<file path="src/rtl/uart_mmio.sv">
// Memory-mapped 8N1 UART: TX and RX byte FIFOs, a fixed baud divider, and a registered
// status+data word that is captured on every read strobe.
module uart_mmio #(
    parameter int CLK_HZ     = 12000000,
    parameter int BAUD       = 115200,
    parameter int FIFO_DEPTH = 16
) (
    input  logic        CLK,
    input  logic        RST_N,
    input  logic [7:0]  dataIn,
    input  logic        write,
    input  logic        read,
    output logic [15:0] dataOut,
    input  logic        RX,
    output logic        TX
);
    localparam int DIV = CLK_HZ / BAUD;
    localparam int AW  = $clog2(FIFO_DEPTH);
    localparam int CW  = $clog2(DIV) + 1;
    localparam logic [CW-1:0] CNT_BIT  = CW'(DIV - 1);
    localparam logic [CW-1:0] CNT_HALF = CW'(DIV / 2 - 1);
    localparam logic [CW-1:0] CNT_ONE  = {{(CW-1){1'b0}}, 1'b1};
    localparam logic [AW:0]   PTR_ONE  = {{AW{1'b0}}, 1'b1};

    typedef enum logic [1:0] {S_IDLE, S_START, S_DATA, S_STOP} uartState;

    // Bus handshake: write and read are levels; exactly one access happens per rising edge.
    // A read edge while write is high is ignored, so a CPU write never pops the RX FIFO.
    logic writeQ, readQ, pushEdge, popEdge;
    assign pushEdge = write & ~writeQ;
    assign popEdge  = read & ~readQ & ~write;

    logic [7:0]  txMem [FIFO_DEPTH];
    logic [7:0]  rxMem [FIFO_DEPTH];
    logic [AW:0] txWr, txRd, rxWr, rxRd;
    logic        txEmpty, txFull, rxEmpty, rxFull;
    logic        txPush, txPop, rxPush, rxPop, rxDone, rxOvfSet, rxFrameErrSet;
    logic        rxOvf, frameErr, txBusy;

    assign txEmpty = (txWr == txRd);
    assign txFull  = (txWr[AW] != txRd[AW]) && (txWr[AW-1:0] == txRd[AW-1:0]);
    assign rxEmpty = (rxWr == rxRd);
    assign rxFull  = (rxWr[AW] != rxRd[AW]) && (rxWr[AW-1:0] == rxRd[AW-1:0]);
    assign txPush  = pushEdge & ~txFull;
    assign rxPop   = popEdge & ~rxEmpty;
    assign rxPush  = rxDone & ~rxFull;
    assign rxOvfSet = rxDone & rxFull;

    // TX state machine registers and next-state values
    uartState    txState, txStateN;
    logic [CW-1:0] txCnt, txCntN;
    logic [2:0]  txBit, txBitN;
    logic [7:0]  txShift, txShiftN;
    logic        txLine, txLineN;

    // RX synchronizer and state machine
    logic [1:0]  rxSync;
    logic        rxS;
    uartState    rxState, rxStateN;
    logic [CW-1:0] rxCnt, rxCntN;
    logic [2:0]  rxBit, rxBitN;
    logic [7:0]  rxShift, rxShiftN;

    assign rxS    = rxSync[1];
    assign TX     = txLine;
    assign txBusy = (txState != S_IDLE) || !txEmpty;

    always_ff @(posedge CLK) begin
        if (txPush) txMem[txWr[AW-1:0]] <= dataIn;
        if (rxPush) rxMem[rxWr[AW-1:0]] <= rxShift;
    end

    always_ff @(posedge CLK) begin
        if (!RST_N) begin
            writeQ   <= 1'b0;
            readQ    <= 1'b0;
            txWr     <= '0;
            txRd     <= '0;
            rxWr     <= '0;
            rxRd     <= '0;
            rxOvf    <= 1'b0;
            frameErr <= 1'b0;
            dataOut  <= 16'h0000;
            rxSync   <= 2'b11;
            txState  <= S_IDLE;
            txCnt    <= '0;
            txBit    <= 3'd0;
            txShift  <= 8'h00;
            txLine   <= 1'b1;
            rxState  <= S_IDLE;
            rxCnt    <= '0;
            rxBit    <= 3'd0;
            rxShift  <= 8'h00;
        end else begin
            writeQ  <= write;
            readQ   <= read;
            rxSync  <= {rxSync[0], RX};
            txState <= txStateN;
            txCnt   <= txCntN;
            txBit   <= txBitN;
            txShift <= txShiftN;
            txLine  <= txLineN;
            rxState <= rxStateN;
            rxCnt   <= rxCntN;
            rxBit   <= rxBitN;
            rxShift <= rxShiftN;
            if (txPush) txWr <= txWr + PTR_ONE;
            if (txPop)  txRd <= txRd + PTR_ONE;
            if (rxPush) rxWr <= rxWr + PTR_ONE;
            if (rxPop)  rxRd <= rxRd + PTR_ONE;
            // Flags are captured into the snapshot first; a new event in the same cycle wins.
            if (popEdge) begin
                dataOut  <= {~rxEmpty, txFull, rxOvf, frameErr, txBusy, 3'b000,
                             rxEmpty ? 8'h00 : rxMem[rxRd[AW-1:0]]};
                rxOvf    <= 1'b0;
                frameErr <= 1'b0;
            end
            if (rxOvfSet)      rxOvf    <= 1'b1;
            if (rxFrameErrSet) frameErr <= 1'b1;
        end
    end

    always_comb begin
        txStateN = txState;
        txCntN   = txCnt;
        txBitN   = txBit;
        txShiftN = txShift;
        txLineN  = txLine;
        txPop    = 1'b0;
        case (txState)
            S_IDLE: if (!txEmpty) begin
                txPop    = 1'b1;
                txShiftN = txMem[txRd[AW-1:0]];
                txLineN  = 1'b0;
                txCntN   = CNT_BIT;
                txStateN = S_START;
            end
            S_START: if (txCnt != '0) txCntN = txCnt - CNT_ONE;
            else begin
                txLineN  = txShift[0];
                txShiftN = {1'b0, txShift[7:1]};
                txBitN   = 3'd0;
                txCntN   = CNT_BIT;
                txStateN = S_DATA;
            end
            S_DATA: if (txCnt != '0) txCntN = txCnt - CNT_ONE;
            else begin
                txCntN = CNT_BIT;
                if (txBit == 3'd7) begin
                    txLineN  = 1'b1;
                    txStateN = S_STOP;
                end else begin
                    txLineN  = txShift[0];
                    txShiftN = {1'b0, txShift[7:1]};
                    txBitN   = txBit + 3'd1;
                end
            end
            S_STOP: if (txCnt != '0) txCntN = txCnt - CNT_ONE;
            else txStateN = S_IDLE;
            default: txStateN = S_IDLE;
        endcase
    end

    // Start is confirmed half a bit in; every later sample lands mid-bit.
    always_comb begin
        rxStateN      = rxState;
        rxCntN        = rxCnt;
        rxBitN        = rxBit;
        rxShiftN      = rxShift;
        rxDone        = 1'b0;
        rxFrameErrSet = 1'b0;
        case (rxState)
            S_IDLE: if (!rxS) begin
                rxCntN   = CNT_HALF;
                rxStateN = S_START;
            end
            S_START: if (rxCnt != '0) rxCntN = rxCnt - CNT_ONE;
            else if (rxS) rxStateN = S_IDLE;
            else begin
                rxStateN = S_DATA;
                rxCntN   = CNT_BIT;
                rxBitN   = 3'd0;
            end
            S_DATA: if (rxCnt != '0) rxCntN = rxCnt - CNT_ONE;
            else begin
                rxShiftN = {rxS, rxShift[7:1]};
                rxCntN   = CNT_BIT;
                if (rxBit == 3'd7) rxStateN = S_STOP;
                else rxBitN = rxBit + 3'd1;
            end
            S_STOP: if (rxCnt != '0) rxCntN = rxCnt - CNT_ONE;
            else begin
                if (rxS) rxDone = 1'b1;
                else rxFrameErrSet = 1'b1;
                rxStateN = S_IDLE;
            end
            default: rxStateN = S_IDLE;
        endcase
    end
endmodule
</file>
<file path="config.mk">
export PLATFORM = sky130hd
export DESIGN_NAME = uart_mmio
export DESIGN_NICKNAME = d
export VERILOG_FILES = /design/src/rtl/uart_mmio.sv
export SDC_FILE = /design/constraint.sdc
export NUM_CORES = 1
export LEC_CHECK = 0
export CAP_MARGIN = 20
export CORE_ASPECT_RATIO = 0.9
export CORE_MARGIN = 2
export CORE_UTILIZATION = 45
export CTS_CLUSTER_SIZE = 40
export DETAILED_ROUTE_END_ITERATION = 6
export PLACE_DENSITY = 0.66
export SYNTH_ARGS = -nofsm -noshare
export SYNTH_HDL_FRONTEND = slang
export SYNTH_SLANG_ARGS = --single-unit
</file>
<file path="constraint.sdc">
create_clock -name CLK -period 8.18 [get_ports CLK]
set_input_delay 2.454 -clock CLK [delete_from_list [all_inputs] [get_ports CLK]]
set_output_delay 2.454 -clock CLK [all_outputs]
set_load 0.005 [all_outputs]
</file>
Yosys cells after proc, flatten, opt, wreduce, memory -nomap -nowiden
Memories as Yosys holds them, arrays and structs flattened. A register that Yosys moved wholly into a read port is not among the register bits.
Cells that the tools add are included.
- flip-flop bits (word level): 82
- memory bits (writable): 256
- output and inout port bits: 17
- word-level logic and storage cells: 159
- memories kept: 2
- memory list (memory ; words ; width ; read ports ; clocked after Yosys merged registers in ; write ports ; RTL line ; RTL):
    rxMem ; 16 ; 8 ; 1 ; 1 ; 1 ; 34 ; logic [7:0] rxMem [FIFO_DEPTH];
    txMem ; 16 ; 8 ; 1 ; 1 ; 1 ; 33 ; logic [7:0] txMem [FIFO_DEPTH];
- add/sub/neg operators: 8
- equal/unequal tests: 30
- muxes and demuxes: 62
- bitwise operators: 14
- reduce and logical (&&, ||, !) cells: 24
- operators by type and width (operator ; number):
    8-bit two-way mux ; 13
    8-bit one-hot mux with 3 select lines ; 2
    8-bit one-hot mux with 4 select lines ; 1
    2-bit inequality test, second input constant ; 15
    2-bit two-way mux ; 11
    3-bit two-way mux ; 7
    5-bit by 1-bit adder with 5-bit output, second input constant ; 4
    5-bit AND reduction ; 4
    1-bit two-way mux ; 19
    4-bit two-way mux ; 4
    2-bit one-hot mux with 4 select lines ; 2
    8-bit nonzero test ; 2
    8-bit by 1-bit subtractor with 8-bit output, second input constant ; 2
    3-bit one-hot mux with 2 select lines ; 2
    5-bit equality test ; 2
    2-bit nonzero test ; 5
    2-bit equality test, second input constant ; 4
    4-bit equality test ; 2
    4-bit AND reduction ; 2
    1-bit AND ; 7
    1-bit NOT ; 7
    3-bit by 1-bit adder with 3-bit output, second input constant ; 2
    3-bit equality test, second input constant ; 2
    2-bit by 1-bit equality test with 1-bit output, second input constant ; 2
    other kinds (11) ; 15

Longest topological paths before layout
- depth after elaboration: 6
- mapped depth: 9
- depth with buffers taken out: 7

Worst setup path after synthesis
No wires, ideal clock.
- kind: input to register
- from: in write
- to: mem txMem[3][0] (enable)
- library setup time: 0.383 ns
- arrival: 3.390 ns
- required time: 7.797 ns
- setup slack: 4.406 ns
- stages: 3
- path buffers: 0
- cell sequence: nor2b_1 o211ai_1 nor3_1
- cells in the longest elaborated chain, start to end: 4
- RTL lines (element ; RTL line ; RTL):
    from (decl) ; 11 ; input logic write,
    1-bit AND ; 30 ; assign pushEdge = write & ~writeQ;
    1-bit AND ; 44 ; assign txPush = pushEdge & ~txFull;
    1-bit two-way mux ; 69 ; if (txPush) txMem[txWr[AW-1:0]] <= dataIn;
    1-bit two-way mux (implied by the code) ; 69 ;
    to (decl) ; 33 ;
Every way passes these cells.

==> impl_metrics.json <==
{
  "status": "finished clean",
  "max_slew_headroom_pct": 33.8,
  "num-nets-final": 1004,
  "final_cell_count_without_fillers": 1398,
  "detailed_place_hpwl_mm": 18.3,
  "die_y_extent_um": 173,
  "cts-hold-fix-buffers": 0,
  "avgViaCountPerCell": 5.61,
  "finalHoldWorstSlack_ns": 0.407,
  "synth-seq-area-share_pct": 66.8,
  "initial_util_pct": 45.8,
  "tritoncts": "done",
  "cts-root-buf": "clkbuf_16",
  "path_clk_slew_ns": 0.06,
  "post-route-util_pct": 51.4,
  "tightest_slew_ns": 0.992,
  "final_max_slew_viol_count": 0,
  "area_growth_syn_to_layout_pct": 12.2,
  "antenna_found_initial": 1,
  "post_cts.repair.setup_buffers": 0,
  "drt_wl_total_mm": 28.9,
  "filler_cell_count": 2587,
  "synth_enable_flop_cells": 256,
  "finalSetupViolCount": 0,
  "final_antenna_diode_count": 0,
  "totalNegativeSetupSlack_ns": 0,
  "detailedRoute.firstIterationViolations": 726,
  "synth_flop_cell": "edfxtp_1",
  "routedWlPerCell_um": 20.7,
  "grt_remaining_overflow": 0,
  "final_common_cell": "edfxtp_1",
  "dr.pass1.iters": 5,
  "max_frequency_mhz": 234,
  "placedInstanceArea_um2": 14800,
  "start_kind": "input pin",
  "clk_latency_ns": 0.52,
  "power.ir.vdd_worst_uv": 176,
  "gp_congestion": 0.855,
  "most-common-layout-cells": "edfxtp_1, dfxtp_1, mux4_2",
  "count_of_input_and_output_buffers": 26,
  "ioPinCount": 30,
  "final.period_utilization_pct": 52.3,
  "cts_buffers": 36,
  "die_x_um": 191,
  "place_inst": 1334,
  "power.density_cell_area_nw_per_um2": 272,
  "die_area_um2": 33000,
  "criticalPathCategory": "in -> reg",
  "layout_min_cycle_time_ns": 4.28,
  "post_synth.cell_area_avg_um2": 15.1,
  "number_of_nets_still_failing_antenna_checks_after_routing": 0,
  "ys.warnings.count": 0,
  "report.final.hold_viol_count": 0,
  "post_cts_resized": 0,
  "num_rows": 61,
  "synthArstFlopShare_pct": 0,
  "layout-drive-gt1-share_pct": 14.2,
  "htree_levels": 2,
  "synth_cell_types": 61,
  "cp_data_required_time_ns": 8.60,
  "groute.usage.overall_pct": 17.6,
  "number_of_global_route_vias_before_repair": 7525,
  "worstSetupEndpointType": "register",
  "grt_pass1_wl_mm": 44.6,
  "multi_input_area_um2": 4370,
  "postSynthCellCount": 938,
  "drc_errors": 0,
  "crit_path_max_fo": 54,
  "final.setup_skew_ns": 0.0320,
  "grt_setup_unrepaired": "false",
  "ys_seq_elements": 346,
  "p_leak_nw": 5.33,
  "clock_sinks": 346,
  "floorplan.core_area_um2": 31000,
  "clock_tree.buffer_depth": 3,
  "stdcell_area_um2": 15900,
  "dr_total_vias": 7838,
  "grt_max_degree": 55,
  "worst_ep_arrival_time_ns": 4.70,
  "syn_area_um2": 14200,
  "maxCapViolCount": 0,
  "worst_hold_path_type": "reg -> reg",
  "sequential_cell_area_um2": 9490
}
==> routing by layer <==
layer	GRT usage (%)	wire, um	vias up
met5	0	13	-
met4	4.23	548	2
met3	3.19	1480	48
met2	27.1	13600	220
met1	26.0	13200	3923
li1	-	-	3645
==> cell families (layout without fill, tap and decap cells) <==
group	Yosys count	count (layout)	synth area share, %
flip-flops	346	346	66.8
AND/OR/NAND/NOR	208	208	7.40
AO/OA/AOI/OAI	139	139	6.28
multiplexers	105	105	12.9
buffers and inverters	84	133	2.47
XOR/XNOR	28	28	1.73
adder cells (fa/ha/maj)	27	27	2.38
other	1	3	0.0264
==> flip-flops by register name, indices dropped and copies added (netlist names), 3 cells and up, named ones only <==
signal   flops
txWr         5
rxMem      128
rxCnt        8
dataOut     13
txBit        3
rxBit        3
txShift      8
txCnt        8
rxShift      8
txMem      128
rxWr         5
txRd         5
rxRd         5
==> stage by stage <==
stage	setup slack, ns	power, mW
after floorplan	4.41	2.63
after global placement	3.40	2.80
after detailed placement	3.37	2.81
after CTS	3.91	4.36
after global routing	3.78	4.52
final	3.90	4.33
==> cells in the mapped netlist (3+ instances only) <==
cell type	instances	area share, %
nand3_1	10	0.35
a22oi_1	8	0.42
nor2_1	61	1.6
clkbuf_1	33	0.87
nand2b_1	6	0.26
nor2b_1	8	0.35
or3_1	3	0.13
mux2_2	7	0.55
nor3_1	12	0.42
xor2_1	14	0.86
and2_1	8	0.35
o211ai_1	8	0.42
nand3b_1	3	0.16
ha_1	27	2.4
nand4_1	4	0.18
mux2i_1	36	2.5
and3_1	31	1.4
or4_1	4	0.21
xnor2_1	14	0.86
o21ai_0	29	1.0
a221o_1	5	0.35
buf_2	8	0.28
inv_1	35	0.92
a221oi_1	5	0.31
nand2_1	45	1.2
edfxtp_1	256	54
o31ai_1	5	0.26
a211oi_1	5	0.26
a21oi_1	41	1.4
buf_4	4	0.21
o22ai_1	11	0.48
o21a_1	3	0.16
mux4_2	62	9.8
dfxtp_1	90	13
==> where the power goes <==
| part | internal, mW | total (mW) | switching [mW] |
|---|---|---|---|
| combinational | 0.327 | 0.759 | 0.432 |
| clock | 0.890 | 1.55 | 0.662 |
| sequential | 1.93 | 2.02 | 0.0873 |
==> final timing paths <==
kind                   from     endpoint  slack, ns  depth (start not counted)
setup / recovery      RST_N   txShift[7]       3.90                          5
hold / removal    rxSync[0]    rxSync[1]       0.41                          1
setup reg to reg   rxCnt[0]  rxMem[1][5]       4.82                          6
hold reg to reg   rxSync[0]    rxSync[1]       0.41                          1
==> critical path, cell delays in order <==
cell	delay, ns
clkdlybuf4s50_1	0.46
buf_4	0.27
inv_2	0.40
or4_1	0.79
o32ai_2	0.29
==> area by class of cell <==
type / instances / share of cell area (%)
Timing Repair Buffer: 34 / 1.99
Clock inverter: 17 / 1.01
Inverter: 36 / 0.848
Multi-Input combinational cell: 510 / 27.4
Sequential cell: 346 / 59.6
Clock buffer: 46 / 5.95
Tap cell: 409 / 3.21
No activity file was read; power rests on OpenSTA's default activity.
